===== src/rtl/itcm_boot_loader_pkg.sv =====
// boot_loader_pkg: shared states and constants for the ITCM boot loader.
package boot_loader_pkg;
    typedef enum logic [2:0] {IDLE, LEN_LO, LEN_HI, DATA, CSUM, DONE, ERROR} state_e;
    typedef enum logic [2:0] {RX_ARM, RX_IDLE, RX_START, RX_DATA, RX_STOP} rx_state_e;
    localparam logic [7:0]  SYNC_BYTE_DEF = 8'hA5;
    localparam logic [31:0] ITCM_BASE     = 32'h0000_5000;
endpackage


===== src/rtl/itcm_boot_loader_uart_rx.sv =====
// uart_rx_8n1: 8N1 UART receiver with glitch-rejecting start bit.
// Ports: clk, rst (sync, active high), rx_i (async serial line),
// byte_valid_o (1-cycle strobe), byte_data_o (received byte), frame_err_o (1-cycle, stop bit low).
module uart_rx_8n1
    import boot_loader_pkg::*;
#(
    parameter int CLKS_PER_BIT = 1128
) (
    input  logic       clk,
    input  logic       rst,
    input  logic       rx_i,
    output logic       byte_valid_o,
    output logic [7:0] byte_data_o,
    output logic       frame_err_o
);
    localparam int CW = $clog2(CLKS_PER_BIT);
    localparam logic [CW-1:0] FULL = CW'(CLKS_PER_BIT - 1);
    localparam logic [CW-1:0] HALF = CW'(CLKS_PER_BIT / 2 - 1);
    rx_state_e st_q, st_d;
    logic s1_q, s2_q, prev_q;
    logic [CW-1:0] cnt_q, cnt_d;
    logic [2:0] bit_q, bit_d;
    logic [7:0] sh_q, sh_d;
    logic valid_q, valid_d, ferr_q, ferr_d;
    always_ff @(posedge clk) begin
        if (rst) begin
            st_q    <= RX_ARM;
            s1_q    <= 1'b1;
            s2_q    <= 1'b1;
            prev_q  <= 1'b1;
            cnt_q   <= '0;
            bit_q   <= '0;
            sh_q    <= '0;
            valid_q <= 1'b0;
            ferr_q  <= 1'b0;
        end else begin
            st_q    <= st_d;
            s1_q    <= rx_i;
            s2_q    <= s1_q;
            prev_q  <= s2_q;
            cnt_q   <= cnt_d;
            bit_q   <= bit_d;
            sh_q    <= sh_d;
            valid_q <= valid_d;
            ferr_q  <= ferr_d;
        end
    end
    // ARM waits for one full bit time of idle-high line before listening,
    // so a byte cut short by reset is never mistaken for a new start bit.
    always_comb begin
        st_d    = st_q;
        cnt_d   = cnt_q + 1'b1;
        bit_d   = bit_q;
        sh_d    = sh_q;
        valid_d = 1'b0;
        ferr_d  = 1'b0;
        case (st_q)
            RX_ARM: begin
                if (!s2_q) cnt_d = '0;
                else if (cnt_q == FULL) begin
                    cnt_d = '0;
                    st_d  = RX_IDLE;
                end
            end
            RX_IDLE: begin
                cnt_d = '0;
                if (prev_q && !s2_q) st_d = RX_START;
            end
            RX_START: begin
                if (cnt_q == HALF) begin
                    cnt_d = '0;
                    bit_d = '0;
                    st_d  = s2_q ? RX_IDLE : RX_DATA;
                end
            end
            RX_DATA: begin
                if (cnt_q == FULL) begin
                    cnt_d = '0;
                    sh_d  = {s2_q, sh_q[7:1]};
                    bit_d = bit_q + 1'b1;
                    if (bit_q == 3'd7) st_d = RX_STOP;
                end
            end
            RX_STOP: begin
                if (cnt_q == FULL) begin
                    cnt_d   = '0;
                    st_d    = RX_IDLE;
                    valid_d = s2_q;
                    ferr_d  = !s2_q;
                end
            end
            default: st_d = RX_ARM;
        endcase
    end
    assign byte_valid_o = valid_q;
    assign byte_data_o  = sh_q;
    assign frame_err_o  = ferr_q;
endmodule


===== src/rtl/itcm_boot_loader.sv =====
// itcm_boot_loader: loads a framed UART image into the ITCM and holds the core until it verifies.
// Ports: clk, rst (sync, active high), uart_rx (serial in), itcm_we/itcm_addr/itcm_wdata (ITCM write),
// core_hold (core reset term), load_done (sticky success), load_error (sticky until next sync).
module itcm_boot_loader
    import boot_loader_pkg::*;
#(
    parameter int         CLKS_PER_BIT = 1128,
    parameter int         MAX_WORDS    = 1024,
    parameter logic [7:0] SYNC_BYTE    = SYNC_BYTE_DEF
) (
    input  logic        clk,
    input  logic        rst,
    input  logic        uart_rx,
    output logic        itcm_we,
    output logic [11:0] itcm_addr,
    output logic [31:0] itcm_wdata,
    output logic        core_hold,
    output logic        load_done,
    output logic        load_error
);
    localparam int IW = $clog2(MAX_WORDS + 1);
    logic rx_valid, rx_ferr;
    logic [7:0] rx_data;
    state_e state_q, state_d;
    logic [15:0] len_q, len_d, len_new;
    logic [IW-1:0] idx_q, idx_d;
    logic [1:0] bcnt_q, bcnt_d;
    logic [23:0] asm_q, asm_d;
    logic [7:0] csum_q, csum_d;
    logic we_q, we_d, err_q, err_d;
    logic [11:0] addr_q, addr_d;
    logic [31:0] wdata_q, wdata_d, word;
    uart_rx_8n1 #(.CLKS_PER_BIT(CLKS_PER_BIT)) u_rx (
        .clk          (clk),
        .rst          (rst),
        .rx_i         (uart_rx),
        .byte_valid_o (rx_valid),
        .byte_data_o  (rx_data),
        .frame_err_o  (rx_ferr)
    );
    always_ff @(posedge clk) begin
        if (rst) begin
            state_q <= IDLE;
            len_q   <= '0;
            idx_q   <= '0;
            bcnt_q  <= '0;
            asm_q   <= '0;
            csum_q  <= '0;
            we_q    <= 1'b0;
            addr_q  <= '0;
            wdata_q <= '0;
            err_q   <= 1'b0;
        end else begin
            state_q <= state_d;
            len_q   <= len_d;
            idx_q   <= idx_d;
            bcnt_q  <= bcnt_d;
            asm_q   <= asm_d;
            csum_q  <= csum_d;
            we_q    <= we_d;
            addr_q  <= addr_d;
            wdata_q <= wdata_d;
            err_q   <= err_d;
        end
    end
    // Bytes arrive little-endian, so each new byte enters at the top and the
    // first byte of the word ends up in bits [7:0] after the fourth.
    always_comb begin
        state_d = state_q;
        len_d   = len_q;
        idx_d   = idx_q;
        bcnt_d  = bcnt_q;
        asm_d   = asm_q;
        csum_d  = csum_q;
        we_d    = 1'b0;
        addr_d  = addr_q;
        wdata_d = wdata_q;
        err_d   = err_q;
        len_new = {rx_data, len_q[7:0]};
        word    = {rx_data, asm_q};
        if (rx_ferr && state_q != IDLE && state_q != DONE) begin
            state_d = ERROR;
            err_d   = 1'b1;
        end else if (state_q == DATA && we_q && 16'(idx_q) == len_q) begin
            // Leave DATA only after the last write strobe has been issued.
            state_d = CSUM;
        end else if (rx_valid) begin
            case (state_q)
                IDLE, ERROR: begin
                    state_d = IDLE;
                    if (rx_data == SYNC_BYTE) begin
                        state_d = LEN_LO;
                        err_d   = 1'b0;
                        idx_d   = '0;
                        bcnt_d  = '0;
                        csum_d  = '0;
                    end
                end
                LEN_LO: begin
                    len_d   = {8'h00, rx_data};
                    state_d = LEN_HI;
                end
                LEN_HI: begin
                    len_d   = len_new;
                    err_d   = len_new > 16'(MAX_WORDS);
                    state_d = err_d ? ERROR : (len_new == 16'd0 ? CSUM : DATA);
                end
                DATA: begin
                    asm_d  = word[31:8];
                    csum_d = csum_q ^ rx_data;
                    bcnt_d = bcnt_q + 2'd1;
                    if (bcnt_q == 2'd3) begin
                        we_d    = 1'b1;
                        addr_d  = 12'({idx_q, 2'b00});
                        wdata_d = word;
                        idx_d   = idx_q + 1'b1;
                    end
                end
                CSUM: begin
                    state_d = rx_data == csum_q ? DONE : ERROR;
                    err_d   = rx_data != csum_q;
                end
                default: state_d = state_q;
            endcase
        end
    end
    assign itcm_we    = we_q;
    assign itcm_addr  = addr_q;
    assign itcm_wdata = wdata_q;
    assign load_done  = state_q == DONE;
    assign core_hold  = state_q != DONE;
    assign load_error = err_q;
endmodule


===== config.mk =====
export PLATFORM = sky130hd
export DESIGN_NAME = itcm_boot_loader
export DESIGN_NICKNAME = d
export VERILOG_FILES = /design/src/rtl/itcm_boot_loader_pkg.sv /design/src/rtl/itcm_boot_loader_uart_rx.sv /design/src/rtl/itcm_boot_loader.sv
export SDC_FILE = /design/constraint.sdc
export NUM_CORES = 1
export LEC_CHECK = 0
export BUFFER_PORTS_ARGS = -buffer_cell sky130_fd_sc_hd__buf_2
export CORE_AREA = 8 8 130 162
export CTS_CLUSTER_DIAMETER = 60
export DETAILED_ROUTE_END_ITERATION = 8
export DIE_AREA = 0 0 138 170
export SYNTH_ARGS = -nofsm -noshare
export SYNTH_HDL_FRONTEND = slang
export SYNTH_HIERARCHICAL = 1
export SYNTH_SLANG_ARGS = --single-unit

===== constraint.sdc =====
create_clock -name clk -period 2.3 [get_ports clk]
set_input_delay 0.115 -clock clk [delete_from_list [all_inputs] [get_ports clk]]
set_output_delay 0.115 -clock clk [all_outputs]
set_load 0.02 [all_outputs]

==> results of run 1 <==
-- timing repair --
action	in CTS	in global routing
resized for setup	0	2
buffers inserted	0	0
hold buffers	1	0
endpoints found under the hold margin	1	0
setup endpoints to repair	0	7
-- cell families after synthesis --
kind of cell	count (synthesis)	share of synthesized area, %
AOI/OAI and AO/OA	251	23.0
xor gates and xnor gates	30	4.05
adders and majority gates	5	0.964
buffers and inverters	85	6.31
DFF	138	42.6
muxes	2	0.309
other	1	0.0578
and+or+nand+nor	260	22.7
-- area by class of cell --
class | instances | area share (%)
clock inverter | 15 | 2.51
multi-input combinational | 550 | 43.5
timing repair buffer | 97 | 8.51
clock buffer | 17 | 5.53
tap | 232 | 3.77
sequential | 138 | 35.9
inverter | 6 | 0.293
-- state kept, by name (all words and copies together), names as in the netlist, 8 cells and up --
signal and cells:
itcm_wdata 32, asm_q 24, len_q 16, idx_q 11
u_rx/cnt_q 11, itcm_addr 10, csum_q 8, u_rx/byte_data_o 8
-- stage by stage --
step	area, um^2	util, %	hold slack (ps)	setup WS (ps)	std cells
6_report	7690	41.6	191	147	1055
5_1_grt	7690	41.6	192	15.2	1055
4_1_cts	7680	41.5	169	86.5	1055
3_5_place_dp	7050	38.1	303	104	1022
3_3_place_gp	7050	38.1	302	110	1022
2_1_floorplan	6490	-	219	312	773
-- final timing paths --
path,start,end,slack [ps],cells after the start
worst max register to register,len_q[14],len_q[15],150,6
worst min register to register,u_rx/s1_q,u_rx/s2_q,410,1
worst min-delay path,rst,len_q[1],190,2
worst max-delay path,len_q[14],len_q[15],150,6
-- layer usage --
| metal | wire (um) | track usage [%] | share of wire (%) |
|---|---|---|---|
| met5 | 0 | 0 | 0 |
| met4 | 485 | 7.24 | 2.8 |
| met3 | 840 | 3.51 | 4.9 |
| met2 | 8400 | 23.9 | 49 |
| met1 | 7490 | 17.0 | 43 |
-- cell usage in the layout, fill, tap and decap left out, types with 4 or more instances in the layout --
master	count
sky130_fd_sc_hd__a21oi_1	96
sky130_fd_sc_hd__a211oi_1	5
sky130_fd_sc_hd__or4_1	5
sky130_fd_sc_hd__o21ai_0	84
sky130_fd_sc_hd__xor2_1	13
sky130_fd_sc_hd__nand2_1	42
sky130_fd_sc_hd__nand4_1	9
sky130_fd_sc_hd__dfxtp_1	138
sky130_fd_sc_hd__nand3b_1	6
sky130_fd_sc_hd__xnor2_1	17
sky130_fd_sc_hd__nand4b_1	9
sky130_fd_sc_hd__and3_1	4
sky130_fd_sc_hd__inv_8	6
sky130_fd_sc_hd__a22o_1	8
sky130_fd_sc_hd__ha_1	5
sky130_fd_sc_hd__clkbuf_16	17
sky130_fd_sc_hd__buf_4	45
sky130_fd_sc_hd__or2_2	5
sky130_fd_sc_hd__nor2b_1	6
sky130_fd_sc_hd__o31ai_1	6
sky130_fd_sc_hd__a311oi_1	9
sky130_fd_sc_hd__nor2_1	21
sky130_fd_sc_hd__inv_1	6
sky130_fd_sc_hd__buf_2	47
sky130_fd_sc_hd__or3_1	5
sky130_fd_sc_hd__nor4_1	5
sky130_fd_sc_hd__a31oi_1	14
sky130_fd_sc_hd__nand3_1	91
sky130_fd_sc_hd__nor3_1	20
sky130_fd_sc_hd__inv_6	5
sky130_fd_sc_hd__nand2b_1	9
-- power by group --
group          switching [W]  internal [W]
combinational       0.000149      0.000109
sequential         0.0000388       0.00242
clock                0.00122       0.00166
total                0.00140       0.00419
-- worst register-to-register path, cell delays in order, from the launching register on --
cell	delay [ps]
sky130_fd_sc_hd__dfxtp_1	320
sky130_fd_sc_hd__nor4_2	290
sky130_fd_sc_hd__nand4_2	170
sky130_fd_sc_hd__or4_2	640
sky130_fd_sc_hd__buf_4	210
sky130_fd_sc_hd__a41oi_4	280
sky130_fd_sc_hd__a22o_1	180
==> summary.json, run 1 <==
{
  "timing": {
    "timing_worst_slew_pin_value_ps": 1010,
    "timing.final.crit_period_ps": 2150,
    "setup_violations": 0,
    "max_clk_rate_ghz": 0.464,
    "unrepaired_setup_endpoints_after_global_routing": "no",
    "slew-limit-headroom_pct": 32.5,
    "final_hold_viol_count": 0,
    "setup-tns-final_ps": 0,
    "clock_skew_ps": 10.8,
    "finalCritPeriodShare_pct": 93.6,
    "slew_viol_final": 0
  },
  "floorplan": {
    "placeableCoreArea_um2": 18500,
    "pin_count": 51,
    "floorplan.die_area_um2": 23500,
    "rows": 56,
    "initial_utilization_pct": 35.1,
    "die_width_um": 138,
    "fp.dieH_um": 170
  },
  "final_layout": {
    "combined_area_of_the_multi_input_logic_cells_um2": 3340,
    "layout-drive-gt1-share_pct": 18.3,
    "flow.area_growth_from_synthesis_pct": 18.5,
    "regArea_um2": 2760,
    "num_antenna_cells": 0,
    "fin_nets": 818,
    "fillCellCount": 1878
  },
  "yosys": {
    "synth-edff-count": 0,
    "async_set_or_reset_register_ratio_after_synthesis_pct": 0,
    "synth.cell_area_um2": 6490,
    "library_cell_with_the_largest_summed_area_after_synthesis": "sky130_fd_sc_hd__dfxtp_1",
    "post_synth.cell_area_avg_um2": 8.40,
    "synthCells": 772,
    "yosys.cell_types.count": 69,
    "post-synth-top-area-fraction_pct": 42.6,
    "synth_top_cells_by_count": "sky130_fd_sc_hd__dfxtp_1, sky130_fd_sc_hd__a21oi_1, sky130_fd_sc_hd__nand3_1, sky130_fd_sc_hd__o21ai_0",
    "synth_warnings": 6,
    "synth_flop_cell": "sky130_fd_sc_hd__dfxtp_1",
    "ys_seq_elements": 138,
    "post_synth_main_area_contributors": "sky130_fd_sc_hd__dfxtp_1, sky130_fd_sc_hd__a21oi_1, sky130_fd_sc_hd__nand3_1, sky130_fd_sc_hd__o21ai_0, sky130_fd_sc_hd__clkbuf_1",
    "synth_most_common_cell": "sky130_fd_sc_hd__dfxtp_1",
    "synth.yosys.seq_area_share_pct": 42.6
  },
  "placement": {
    "port_buffers": 48,
    "place.gp.congestion": 0.835,
    "hpwlAfterDp_mm": 11.5
  },
  "setup_path": {
    "critPathKind": "reg -> reg",
    "crit_path_max_fanout": 8,
    "timing.critical_path.buf_inv": 1,
    "worstSetupEndpointType": "flop",
    "critPathTopFamily": "simple AND/OR/NAND/NOR gates",
    "cp_cell_sequence": "nor4_2 -> nand4_2 -> or4_2 -> buf_4 -> a41oi_4 -> a22o_1",
    "timing.critical_path.slowest_cell_delay_ps": 640,
    "cell_type_of_the_slowest_stage_on_the_worst_timing_path": "sky130_fd_sc_hd__or4_2",
    "worst-endpoint-required_ps": 2670,
    "cp-start-kind": "flop",
    "cp_data_arrival_time_ps": 2520
  },
  "clocking": {
    "ctsHtreeMaxLevel": 4,
    "insertion_delay_ps": 430,
    "clk_path_buf_depth": 2,
    "cts_bufs_inserted": 17,
    "cts_sinks": 138,
    "cts_root_buf": "sky130_fd_sc_hd__clkbuf_16",
    "cts_tree": "done",
    "path_clk_slew_ps": 60
  },
  "routing": {
    "drc": 0,
    "route.detailed.vias_per_inst": 5.54,
    "detailedRoute.firstPassIterationCount": 5,
    "drt-initial-drc-count": 429,
    "routed_length_per_placed_instance_um": 16.3,
    "vias": 5841,
    "ant_nets": 0,
    "drt-total-wl_mm": 17.2
  },
  "grt": {
    "antenna_found_initial": 0,
    "grt_pass1_vias": 5501,
    "grt_use_total_pct": 14.4,
    "wire_length_of_the_first_global_routing_pass_mm": 28.1,
    "grt_max_degree": 76,
    "grt_overflow_total": 0
  },
  "power": {
    "cellLeakagePower_nw": 2.76,
    "worst_ir_drop_on_vdd_mv": 0.500,
    "power.density_nw_per_um2": 728,
    "power_w": 0.00560
  },
  "outcome": {
    "status": "complete, no violations"
  },
  "run": {
    "timing.max_cap.violations": 0
  },
  "min_path": {
    "hp-class": "in -> reg"
  }
}
Power figures use the tool's default switching activity.
==> run 2: changes to the inputs <==
- ABC_AREA: default -> 1
- CORE_AREA: 8 8 130 162 -> 8 8 131 164
- DIE_AREA: 0 0 138 170 -> 0 0 139 172
==> run 2 against run 1 <==
Compared with the run above:
- final cell count is 22% higher
- fmax up 5.4%
- global-route usage grew 0.63 points
- routed wire length rose by 3.4%
- register-to-register slack improved by 110 ps
- clock power down 6%
- non-clock buffer count shrank 9
- sequential power decreased by 2%
- critical endpoint is now asm_q[4]
- hold slack better by 220 ps
==> summary.json, run 2 <==
{
  "yosys": {
    "main_combinational_cell_family_by_area_after_synthesis": "simple AND/OR/NAND/NOR gates",
    "synth-edff-count": {"value": 0, "change": "unchanged"},
    "library_cell_with_the_largest_summed_area_after_synthesis": "sky130_fd_sc_hd__dfxtp_1",
    "synth-compound-area-share": {"value": 9.81, "unit": "%", "change": "-13 points"},
    "mux_contribution_to_synthesized_area": {"value": 0, "unit": "%", "change": "-0.31 points"},
    "post_synth_main_area_contributors": "sky130_fd_sc_hd__dfxtp_1, sky130_fd_sc_hd__nand2_1, sky130_fd_sc_hd__nand4_1, sky130_fd_sc_hd__a21oi_1, sky130_fd_sc_hd__nor2_1",
    "synth_top_cells_by_count": "sky130_fd_sc_hd__nand2_1, sky130_fd_sc_hd__dfxtp_1, sky130_fd_sc_hd__a21oi_1, sky130_fd_sc_hd__nor2_1, sky130_fd_sc_hd__nand4_1",
    "ys_seq_elements": {"value": 138, "change": "unchanged"},
    "synth.yosys.seq_area_share": {"value": 41.3, "unit": "%", "change": "-1.3 points"},
    "synth_warnings": {"value": 6, "change": "unchanged"},
    "synth.cell_area": {"value": 6700, "unit": "um^2", "change": "+3.2%"},
    "synth_most_common_cell": "sky130_fd_sc_hd__nand2_1",
    "synthCells": {"value": 994, "change": "+29%"},
    "synthSimpleGateAreaFrac": {"value": 37.4, "unit": "%", "change": "+15 points"},
    "post_synth.cell_area_avg": {"value": 6.74, "unit": "um^2", "change": "-20%"},
    "async_set_or_reset_register_ratio_after_synthesis": {"value": 0, "unit": "%", "change": "unchanged"},
    "post_synth_xor_area_fraction": {"value": 1.05, "unit": "%", "change": "-3.0 points"},
    "post-synth-top-area-fraction": {"value": 41.3, "unit": "%", "change": "-1.3 points"},
    "synth_flop_cell": "sky130_fd_sc_hd__dfxtp_1",
    "synth-adder-area-share": {"value": 0.934, "unit": "%", "change": "-0.030 points"},
    "yosys.cell_types.count": {"value": 34, "change": "-51%"}
  },
  "final_layout": {
    "flow.area_growth_from_synthesis_pct": 17.4,
    "layout-drive-gt1-share": {"value": 13.2, "unit": "%", "change": "-5.1 points"},
    "layout_common_cells": "sky130_fd_sc_hd__nand2_1, sky130_fd_sc_hd__dfxtp_1, sky130_fd_sc_hd__a21oi_1, sky130_fd_sc_hd__nor2_1, sky130_fd_sc_hd__nand4_1",
    "most_common_library_cell_in_the_layout_ignoring_fill_and_taps": "sky130_fd_sc_hd__nand2_1",
    "utilization": {"value": 41.4, "unit": "%", "change": "-0.14 points"},
    "num_antenna_cells": {"value": 0, "change": "unchanged"},
    "fin_nets": {"value": 1045, "change": "+28%"},
    "largest_register_ff_count": {"value": 32, "change": "unchanged"}
  },
  "timing": {
    "slew_viol_final": {"value": 0, "change": "unchanged"},
    "slew-limit-headroom": {"value": 64.6, "unit": "%", "change": "+32 points"},
    "clock_skew": {"value": 13.5, "unit": "ps", "change": "+2.69 ps"},
    "setup_violations": {"value": 0, "change": "unchanged"},
    "setup-tns-final": {"value": 0, "unit": "ps", "change": "unchanged"},
    "max_clk_rate": {"value": 0.489, "unit": "GHz", "change": "+5.4%"},
    "unrepaired_setup_endpoints_after_global_routing": "no",
    "timing.final.crit_period": {"value": 2040, "unit": "ps", "change": "-110 ps"},
    "timing_worst_slew_pin_value": {"value": 528, "unit": "ps", "change": "-482 ps"},
    "final_hold_viol_count": {"value": 0, "change": "unchanged"},
    "finalCritPeriodShare": {"value": 88.8, "unit": "%", "change": "-4.8 points"}
  },
  "floorplan": {
    "fp.dieH": {"value": 172, "unit": "um", "change": "+1.2%"},
    "initial_utilization": {"value": 35.3, "unit": "%", "change": "+0.23 points"},
    "placeableCoreArea": {"value": 19000, "unit": "um^2", "change": "+2.6%"},
    "rows": {"value": 57, "change": "+1.8%"},
    "die_width": {"value": 139, "unit": "um", "change": "+0.72%"},
    "pin_count": {"value": 51, "change": "unchanged"},
    "floorplan.die_area": {"value": 23900, "unit": "um^2", "change": "+1.9%"}
  },
  "routing": {
    "ant_nets": {"value": 0, "change": "unchanged"},
    "drc": {"value": 0, "change": "unchanged"},
    "route.detailed.vias_per_inst": {"value": 5.07, "change": "-8.5%"},
    "drt-initial-drc-count": {"value": 370, "change": "-14%"},
    "vias": {"value": 6514, "change": "+12%"},
    "detailedRoute.firstPassIterationCount": {"value": 6, "change": "+1"},
    "drt-total-wl": {"value": 17.8, "unit": "mm", "change": "+3.4%"},
    "routed_length_per_placed_instance": {"value": 13.8, "unit": "um", "change": "-15%"}
  },
  "clocking": {
    "ctsHtreeMaxLevel": {"value": 4, "change": "unchanged"},
    "cts_root_buf": "sky130_fd_sc_hd__clkbuf_16",
    "cts_resized": {"value": 0, "change": "unchanged"},
    "path_clk_slew": {"value": 70, "unit": "ps", "change": "about the same"},
    "cts_tree": "done",
    "cts_bufs_inserted": {"value": 17, "change": "unchanged"},
    "clk_path_buf_depth": {"value": 2, "change": "unchanged"},
    "cts_sinks": {"value": 138, "change": "unchanged"},
    "cts_hold_repair.buffers": {"value": 2, "change": "+1"},
    "insertion_delay": {"value": 420, "unit": "ps", "change": "about the same"},
    "post-cts-setup-buffers": {"value": 0, "change": "unchanged"}
  },
  "min_path": {
    "holdCritStartpoint": "u_rx/s1_q",
    "hp-class": "reg -> reg"
  },
  "setup_path": {
    "critPathKind": "reg -> reg",
    "worst-endpoint-required": {"value": 2600, "unit": "ps", "change": "-70 ps"},
    "cp-start-kind": "flop",
    "cp_data_arrival_time": {"value": 2350, "unit": "ps", "change": "-170 ps"},
    "crit_path_max_fanout": {"value": 35, "change": "+27"},
    "worstSetupEndpointType": "flop",
    "crit_path_start": "state_q[0]",
    "reg2reg_from": "state_q[0]"
  },
  "run": {
    "timing.max_cap.violations": {"value": 0, "change": "unchanged"}
  },
  "grt": {
    "grt_pass1_vias": {"value": 5877, "change": "+6.8%"},
    "grt_overflow_total": {"value": 0, "change": "unchanged"},
    "antenna_found_initial": {"value": 0, "change": "unchanged"},
    "grt_use_total": {"value": 15.0, "unit": "%", "change": "+0.63 points"},
    "grt_max_degree": {"value": 40, "change": "-47%"},
    "wire_length_of_the_first_global_routing_pass": {"value": 29.4, "unit": "mm", "change": "+4.7%"}
  },
  "placement": {
    "place.gp.congestion": {"value": 0.892, "change": "+6.8%"},
    "port_buffers": {"value": 48, "change": "unchanged"},
    "hpwlAfterDp": {"value": 12.5, "unit": "mm", "change": "+9.0%"}
  },
  "power": {
    "worst_ir_drop_on_vdd": {"value": 0.444, "unit": "mV", "change": "-11%"},
    "cellLeakagePower": {"value": 3.19, "unit": "nW", "change": "+16%"},
    "power.density": {"value": 660, "unit": "nW/um^2", "change": "-9.4%"}
  },
  "outcome": {
    "status": "complete, no violations"
  }
}
run 2: changes by cell type in the layout (fill, tap and decap cells not counted), sizes merged, moves of 10 or more:
cell	delta
nor2	+79
buf	-10
nand3	-29
xnor2	-15
inv	+77
nand4	+81
o21ai	-70
a31oi	-13
nand2	+253
run 2: worst max-delay path, cell delays in order, from the launching register on:
cell and delay, ps:
sky130_fd_sc_hd__dfxtp_1 430, sky130_fd_sc_hd__nand3_2 140, sky130_fd_sc_hd__buf_4 170, sky130_fd_sc_hd__clkinv_1 50, sky130_fd_sc_hd__buf_4 340, sky130_fd_sc_hd__nand3_2 500
sky130_fd_sc_hd__nand2_1 200, sky130_fd_sc_hd__a21oi_1 80
run 2: path summary, 6_finish.rpt:
kind	end	slack, ps	cells past startpoint
min reg2reg	u_rx/s2_q	410	1
max reg2reg	asm_q[4]	260	7
min	u_rx/s2_q	410	1
max	asm_q[4]	260	7
run 2: layer usage:
layer / up-vias / global-route usage (%) / part of all wire [%]
li1: 3366 / - / -
met5: - / 0 / 0
met3: 25 / 3.01 / 3.6
met4: 0 / 5.83 / 1.8
met2: 148 / 24.6 / 46
met1: 2975 / 19.2 / 48
run 2: layout make-up:
type | instances | area, um^2
fill | 1970 | 11100
clock inverter | 15 | 171
timing repair buffer | 88 | 561
inverter | 88 | 330
clock buffer | 17 | 425
sequential | 138 | 2760
tap | 236 | 295
multi-input combinational | 704 | 3310
run 2: kinds of logic after synthesis:
group / Yosys count
simple gates: 563
buf+inv: 153
flops: 138
compound gates: 126
xor+xnor: 8
fa+ha+maj: 5
other cells: 1
run 2: power by group:
| group | switching, W | leakage (nW) | internal [W] | total, W |
|---|---|---|---|---|
| sequential | 0.00000545 | 1.11 | 0.00239 | 0.00240 |
| clock | 0.00125 | 0.286 | 0.00146 | 0.00271 |
| combinational | 0.0000534 | 1.80 | 0.0000178 | 0.0000712 |
| total | 0.00131 | 3.19 | 0.00388 | 0.00519 |
run 2: metrics by stage:
stage	std cells	area [um^2]	hold slack [ps]	worst slack, ps	total power [W]
after global routing	1286	7860	424	77.9	0.00536
after detailed placement	1252	7240	302	286	0.00252
after CTS	1286	7860	385	286	0.00526
after floorplan	995	6700	211	621	0.00251
final	1286	7860	408	257	0.00519
after global placement	1252	7240	301	302	0.00252
